`config.mk`:
```
export PLATFORM = sky130hd
export DESIGN_NAME = uart_tx_engine
export DESIGN_NICKNAME = d
export VERILOG_FILES = /design/src/rtl/uart_tx_engine_pkg.sv /design/src/rtl/uart_tx_engine_baud_tick.sv /design/src/rtl/uart_tx_engine.sv
export SDC_FILE = /design/constraint.sdc
export NUM_CORES = 1
export LEC_CHECK = 0
export CORE_ASPECT_RATIO = 0.7
export CORE_MARGIN = 2
export CORE_UTILIZATION = 55
export DETAILED_ROUTE_END_ITERATION = 10
export PLACE_DENSITY = 0.78
export SYNTH_ARGS = -nofsm -noshare
export SYNTH_HDL_FRONTEND = slang
export SYNTH_SLANG_ARGS = --single-unit
```
`constraint.sdc`:
```
create_clock -name clk -period 2.4 [get_ports clk]
set_clock_uncertainty 0.2 [all_clocks]
set_input_delay 0.48 -clock clk [delete_from_list [all_inputs] [get_ports clk]]
set_output_delay 0.48 -clock clk [all_outputs]
set_load 0.02 [all_outputs]
```
`src/rtl/uart_tx_engine_pkg.sv`:
```
// Shared definitions for the UART transmit engine: FSM state encoding and bit-timing helper.
package uart_tx_engine_pkg;

  typedef enum logic [2:0] {
    ST_IDLE   = 3'd0,
    ST_START  = 3'd1,
    ST_DATA   = 3'd2,
    ST_PARITY = 3'd3,
    ST_STOP   = 3'd4
  } tx_state_e;

  function automatic int clks_per_bit(input int clk_freq, input int baud);
    return clk_freq / baud;
  endfunction

endpackage

```
`src/rtl/uart_tx_engine_baud_tick.sv`:
```
// Bit-period counter: counts 0..CLKS_PER_BIT-1 and raises tick on the last count.
module uart_tx_engine_baud_tick #(
  parameter int CLKS_PER_BIT = 16
) (
  input  logic clk,
  input  logic reset,
  input  logic clear,
  output logic tick
);

  localparam int CNT_W = (CLKS_PER_BIT > 1) ? $clog2(CLKS_PER_BIT) : 1;
  localparam logic [CNT_W-1:0] LAST_CNT = CNT_W'(CLKS_PER_BIT - 1);

  logic [CNT_W-1:0] cnt_q;
  logic [CNT_W-1:0] cnt_d;

  assign tick = (cnt_q == LAST_CNT);

  always_comb begin
    cnt_d = cnt_q + 1'b1;
    if (clear || tick) begin
      cnt_d = '0;
    end
  end

  always_ff @(posedge clk) begin
    if (reset) begin
      cnt_q <= '0;
    end else begin
      cnt_q <= cnt_d;
    end
  end

endmodule

```
`src/rtl/uart_tx_engine.sv`:
```
// UART transmitter: start bit, DATA_BITS data bits LSB-first, optional parity, STOP_BITS stop bits.
module uart_tx_engine
  import uart_tx_engine_pkg::*;
#(
  parameter int CLK_FREQ   = 100_000_000,
  parameter int BAUD       = 19200,
  parameter int DATA_BITS  = 8,
  parameter int PARITY_EN  = 0,
  parameter int PARITY_ODD = 0,
  parameter int STOP_BITS  = 1
) (
  input  logic       clk,
  input  logic       reset,
  input  logic [7:0] tx_data,
  input  logic       tx_valid,
  output logic       tx_ready,
  output logic       tx,
  output logic       tx_busy,
  output logic       tx_done
);

  localparam int CLKS_PER_BIT = clks_per_bit(CLK_FREQ, BAUD);
  localparam logic [2:0] LAST_DATA = 3'(DATA_BITS - 1);
  localparam logic [2:0] LAST_STOP = 3'(STOP_BITS - 1);
  localparam logic PARITY_INIT = (PARITY_ODD != 0);

  tx_state_e  state_q, state_d;
  logic [7:0] shift_q, shift_d;
  logic [2:0] bit_idx_q, bit_idx_d;
  logic       parity_q, parity_d;
  logic       tx_q, tx_d;
  logic       baud_tick;
  logic       baud_clear;

  // The counter sits at zero while idle and restarts on every state entry.
  assign baud_clear = (state_q == ST_IDLE) || (state_d != state_q);

  uart_tx_engine_baud_tick #(
    .CLKS_PER_BIT(CLKS_PER_BIT)
  ) u_baud (
    .clk  (clk),
    .reset(reset),
    .clear(baud_clear),
    .tick (baud_tick)
  );

  // Handshake: a byte transfers on any rising edge where tx_valid && tx_ready;
  // tx_ready is high only in IDLE and does not depend on tx_valid.
  assign tx_ready = (state_q == ST_IDLE);
  assign tx_busy  = (state_q != ST_IDLE);
  assign tx_done  = (state_q == ST_STOP) && baud_tick && (bit_idx_q == LAST_STOP);
  assign tx       = tx_q;

  always_comb begin
    state_d   = state_q;
    shift_d   = shift_q;
    bit_idx_d = bit_idx_q;
    parity_d  = parity_q;
    case (state_q)
      ST_IDLE: begin
        if (tx_valid) begin
          shift_d   = tx_data;
          parity_d  = PARITY_INIT;
          bit_idx_d = '0;
          state_d   = ST_START;
        end
      end
      ST_START: begin
        if (baud_tick) begin
          bit_idx_d = '0;
          state_d   = ST_DATA;
        end
      end
      ST_DATA: begin
        if (baud_tick) begin
          parity_d = parity_q ^ shift_q[0];
          shift_d  = {1'b0, shift_q[7:1]};
          if (bit_idx_q == LAST_DATA) begin
            bit_idx_d = '0;
            state_d   = (PARITY_EN != 0) ? ST_PARITY : ST_STOP;
          end else begin
            bit_idx_d = bit_idx_q + 3'd1;
          end
        end
      end
      ST_PARITY: begin
        if (baud_tick) begin
          bit_idx_d = '0;
          state_d   = ST_STOP;
        end
      end
      ST_STOP: begin
        if (baud_tick) begin
          if (bit_idx_q == LAST_STOP) begin
            bit_idx_d = '0;
            state_d   = ST_IDLE;
          end else begin
            bit_idx_d = bit_idx_q + 3'd1;
          end
        end
      end
      default: begin
        state_d = ST_IDLE;
      end
    endcase
  end

  // Line level is registered from the next state so tx changes with the state flop.
  always_comb begin
    tx_d = 1'b1;
    case (state_d)
      ST_START:  tx_d = 1'b0;
      ST_DATA:   tx_d = shift_d[0];
      ST_PARITY: tx_d = parity_d;
      default:   tx_d = 1'b1;
    endcase
  end

  always_ff @(posedge clk) begin
    if (reset) begin
      state_q   <= ST_IDLE;
      shift_q   <= '0;
      bit_idx_q <= '0;
      parity_q  <= 1'b0;
      tx_q      <= 1'b1;
    end else begin
      state_q   <= state_d;
      shift_q   <= shift_d;
      bit_idx_q <= bit_idx_d;
      parity_q  <= parity_d;
      tx_q      <= tx_d;
    end
  end

endmodule

```
# Word level (Yosys, flattened, before mapping)

Index checks and enable logic that the tools add are counted.
Widths: inputs -> output; s select.

Register bits: 29
Bits of input ports: 11
Word-level logic and storage cells: 59

Add/subtract/negate cells: 2
Equality and inequality tests: 14
Muxes and demuxes: 22
Bitwise operators: 1
Reductions and logical operators: 13

Operators by type and width:

| kind                  | count |
|---|---|
| $mux 3                | 13 |
| $mux 8                | 2 |
| $pmux 8 s2            | 1 |
| $pmux 3 s5            | 1 |
| $add 13x1->13 const B | 1 |
| $eq 13x13->1 const B  | 1 |
| $eq 3x2->1 const B    | 4 |
| $pmux 3 s4            | 1 |
| $eq 3x1->1 const B    | 2 |
| $eq 3x3->1 const B    | 2 |
| $logic_not 3->1       | 2 |
| $ne 2x2->1 const B    | 3 |
| $reduce_and 5->1      | 1 |
| $reduce_bool 4->1     | 1 |
| $reduce_or 2->1       | 2 |
| $add 3x1->3 const B   | 1 |
| $ne 3x3->1            | 1 |
| $pmux 1 s3            | 1 |
| $reduce_and 3->1      | 1 |
| $reduce_bool 3->1     | 1 |
| $logic_and 1x1->1     | 2 |
| $logic_or 1x1->1      | 2 |
| $mux 1                | 2 |
| $ne 2x1->1 const B    | 1 |
| 3 further kinds       | 3 |

# Longest topological paths before layout

Depth in word-level cells: 8
Mapped depth: 10
Mapped depth without buffers: 7

# Cells and area by module

From an unflattened synthesis, not the netlist that was laid out.

Cell total of the unflattened synthesis: 176
Area total of the unflattened synthesis: 1605.3 um^2

By module, submodules not included:

| module                   | times used | cells an instance | area each (um^2) | sequential area each (um^2) |
|---|---|---|---|---|
| uart_tx_engine           | 1          | 103               | 887.1            | 320.3 |
| uart_tx_engine_baud_tick | 1          | 73                | 718.2            | 260.2 |

# Worst setup path before layout

OpenSTA, ideal clock, no wires.

Kind: reg-to-reg
From: reg state_q[1]
To: reg bit_idx_q[0]
Data arrival time: 1.894 ns
Slack: 0.236 ns
Stages on the path, launching flop included: 10
Cell sequence: dfxtp_1 > buf_6 > or3_1 > buf_6 > inv_2 > and2_4 > buf_6 > a31oi_2 > or4_1 > a21oi_1

RTL lines:

| element                                                   | line                  | source |
|---|---|---|
| start: declaration                                        | uart_tx_engine.sv:27  | `tx_state_e state_q, state_d;` |
| start signal: assignment                                  | uart_tx_engine.sv:127 | `state_q <= state_d;` |
| $logic_not 3->1 *                                         | --                    |  |
| via tx_ready                                              | uart_tx_engine.sv:16  | `output logic tx_ready,` |
| $reduce_bool 4->1 (no line) or $ne 2x2->1 (tied branches) | --                    |  |
| $reduce_and 5->1 (no line)                                | --                    |  |
| end signal: assignment                                    | uart_tx_engine.sv:129 | `bit_idx_q <= bit_idx_d;` |
| end: declaration                                          | uart_tx_engine.sv:29  | `logic [2:0] bit_idx_q, bit_idx_d;` |

Mark *: on every way through the listed nets, which the timed path passes. The rest lies on a longest branch.
A chain may end at the register's enable or synchronous reset.

# Final worst setup path

From: reg state_q[2]
To: out tx_busy

Word-level cells in the longest chain between the ends: 1

Ends and longest elaborated chain:

| element           | line                 | source |
|---|---|---|
| $reduce_bool 3->1 | uart_tx_engine.sv:50 | `assign tx_busy = (state_q != ST_IDLE);` |
| end: declaration  | uart_tx_engine.sv:18 | `output logic tx_busy,` |

No other way between the ends.

==> results_dict.tcl <==
set metrics [dict create \
    r2r-end "tx" \
    stdcell_count 225 \
    path_class "flip-flop to output port" \
    postCtsSetupBuffers 0 \
    drt-wirelength-per-cell_um 14.00 \
    hold_ws_ns 0.2560 \
    hold_end "shift_q[3]" \
    tns_ns 0 \
    final_cell_area_um2 1738 \
    cts_tree "yes" \
    grt_overflow_total 0 \
    synth_cell_types 39 \
    area_growth_pct 22.27 \
    wl_mm 3.150 \
    final_layout_size_suffix_gt1_frac 0.1466 \
    die_area_um2 3013 \
    synth_nets 181 \
    synthCells 166 \
    ant_nets 0 \
    powerDensity_nw_per_um2 582.4 \
    portBuffers 14 \
    reg2reg_setup_slack_ns 0.17 \
    first_pass_iters 4 \
    start_util 0.5781 \
    fin_crit_ns 2.302 \
    first_iter_violations 94 \
    h-tree-depth 2 \
    yosysTopAreaCell "dfxtp_1" \
    drc 0 \
    p_leak_nw 0.6571 \
    ys_async_sr_fraction 0 \
    cts_max_path_buffers 2 \
    yosysTopAreaCellShare 0.4085 \
    grt_pass1_wl_mm 5.119 \
    antenna_found_initial 0 \
    rr_worst_depth 7 \
    holdPathStages 2 \
    synth_area_um2 1421 \
    die_w_um 64.76 \
    worst_ep_arrival_time_ns 1.62 \
    rows 15 \
    clkLatencyLatePin_ns 0.28 \
    num_vias 1288 \
    maxSlewHeadroom 0.7085 \
    fin_nets 205 \
    core-area_um2 2459 \
    synth_warnings 0 \
    place_inst 217 \
    grt_pass1_vias 1178 \
    ctsHoldBuffers 0 \
    max_freq_ghz 0.4344 \
    grt_max_degree 18 \
    cp_max_fo 9 \
    antenna_cells 0 \
    yosys_register_bits 29 \
    clk_pin_slew_worst_paths_ns 0.06 \
    grt.total_usage 0.2296 \
    ir_drop_uv 524.6 \
    required_ns 1.72 \
    io_pins 15 \
    dp_hpwl_mm 2.290 \
    slew_viol_final 0 \
    clockRootBuffer "clkbuf_8" \
    avgSynthCellArea_um2 8.562 \
    status "completed" \
    dieHeight_um 46.53 \
    synth_seq_area_share 0.4085 \
    hold_viol 0 \
    worst_pin_slew_ns 0.4372 \
    synth_edf_count 0 \
    max-cap-violations 0 \
    fin_crit_sh 0.9591 \
    synth_flop_cell "dfxtp_1" \
    gp_congestion 0.8468 \
    cts_made_buffers 5 \
    cts.sinks 29 \
    worst_setup_path_end_kind "output port" \
    min_path_type "flip-flop to flip-flop" \
    rsz0062_at_grt "false" \
    setup_violations 0 \
    synth.top_cells.by_area "dfxtp_1 (41%), nor2_1 (5.5%), a21oi_1 (4.9%), nand2_1 (4.5%), a22oi_1 (3.7%)" \
    viasPerCell 5.724 \
    placed_area_um2 1637 \
    hold_start "shift_q[3]" \
    startpoint_type "flip-flop" \
    r2r_start "u_baud.cnt_q[0]" \
]
## synth_stat cells (2+ instances only)
library cell  number
dfxtp_1           29
nor2_1            21
nand2_1           17
a21oi_1           14
and3_1             8
a22oi_1            7
xnor2_1            6
clkbuf_1           5
xor2_1             5
ha_1               4
inv_1              4
o21ai_0            4
a31oi_1            3
and4_1             3
buf_6              3
nand2b_1           3
nand3_1            3
nor3b_1            3
nor3_1             2
nor4bb_1           2
or3_1              2
## cell usage in the layout (no fill, tap or decap), types with 5 or more instances in the layout
cell type | Yosys | final
buf_4 | 0 | 12
and3_1 | 8 | 8
dfxtp_1 | 29 | 29
clkdlybuf4s50_1 | 0 | 12
xor2_1 | 5 | 5
clkbuf_8 | 0 | 6
a21oi_1 | 14 | 14
xnor2_1 | 6 | 6
nand2_1 | 17 | 17
a22oi_1 | 7 | 7
nor2_1 | 21 | 21
## registers in the layout, summed over array words and instances (netlist names)
signal        count
u_baud.cnt_q     13
shift_q           8
parity_q          1
bit_idx_q         3
tx                1
state_q           3
## layer usage
layer / track usage / up-vias / share of wire
met3: 0.05623 / 6 / 0.057
met4: 0.1021 / 0 / 0.0051
li1: - / 632 / -
met2: 0.3814 / 38 / 0.49
met5: 0 / - / 0
met1: 0.2896 / 612 / 0.45
## what timing repair did
item                       in CTS  in global routing
hold endpoints to repair        0                  0
resized for setup               3                  4
setup endpoints to repair       2                  2
## metrics by stage
| stage | util | power [mW] | setup WS, ns |
|---|---|---|---|
| 3_3_place_gp | 0.6656 | 0.5989 | 0.09484 |
| 3_5_place_dp | 0.6656 | 0.6022 | 0.05200 |
| 2_1_floorplan | - | 0.5681 | 0.2356 |
| 4_1_cts | 0.7059 | 1.024 | 0.02872 |
| 6_report | 0.7069 | 1.012 | 0.09819 |
| 5_1_grt | 0.7069 | 1.057 | 0.02921 |
## how the worst max path moves through the flow
stage	start	to	slack (ns)	cells after the start
2_1_floorplan	state_q[1]	bit_idx_q[0]	0.24	9
3_3_place_gp	u_baud.cnt_q[0]	tx_done	0.09	5
3_5_place_dp	u_baud.cnt_q[0]	tx_done	0.05	5
4_1_cts	u_baud.cnt_q[0]	tx_done	0.03	5
5_1_grt	u_baud.cnt_q[0]	tx	0.03	7
6_report	state_q[2]	tx_busy	0.1	2
## cells by family (layout without fill, tap and decap cells)
kind of cell,Yosys count,count (layout),share of synthesized area
AO/OA/AOI/OAI,33,33,0.1461
XOR/XNOR,11,11,0.06778
adder cells (fa/ha/maj),4,4,0.03521
buffers and inverters,14,39,0.05369
flip-flops,29,29,0.4085
multiplexers,1,1,0.007043
AND/OR/NAND/NOR,74,74,0.2817
## area by class of cell
class                      count  area [um2]
multi-input combinational    123       775.7
fill                         201       720.7
sequential                    29       580.6
timing repair buffer          26       224.0
clock buffer                   6       82.58
tap                           34       42.54
inverter                       5       18.77
clock inverter                 2       13.76
## critical path, stage by stage (launching register included)
cell and delay [ns]:
dfxtp_1 0.39, or3_4 0.40, clkdlybuf4s50_1 0.55
## report_power, final
part / leakage [nW] / total (mW) / internal (mW) / switching, mW
Sequential: 0.236 / 0.502 / 0.494 / 0.00726
Combinational: 0.370 / 0.0916 / 0.0450 / 0.0466
Clock: 0.0512 / 0.419 / 0.232 / 0.187
Total: 0.657 / 1.01 / 0.771 / 0.241
Note: power is estimated with default switching activity, not from simulation.
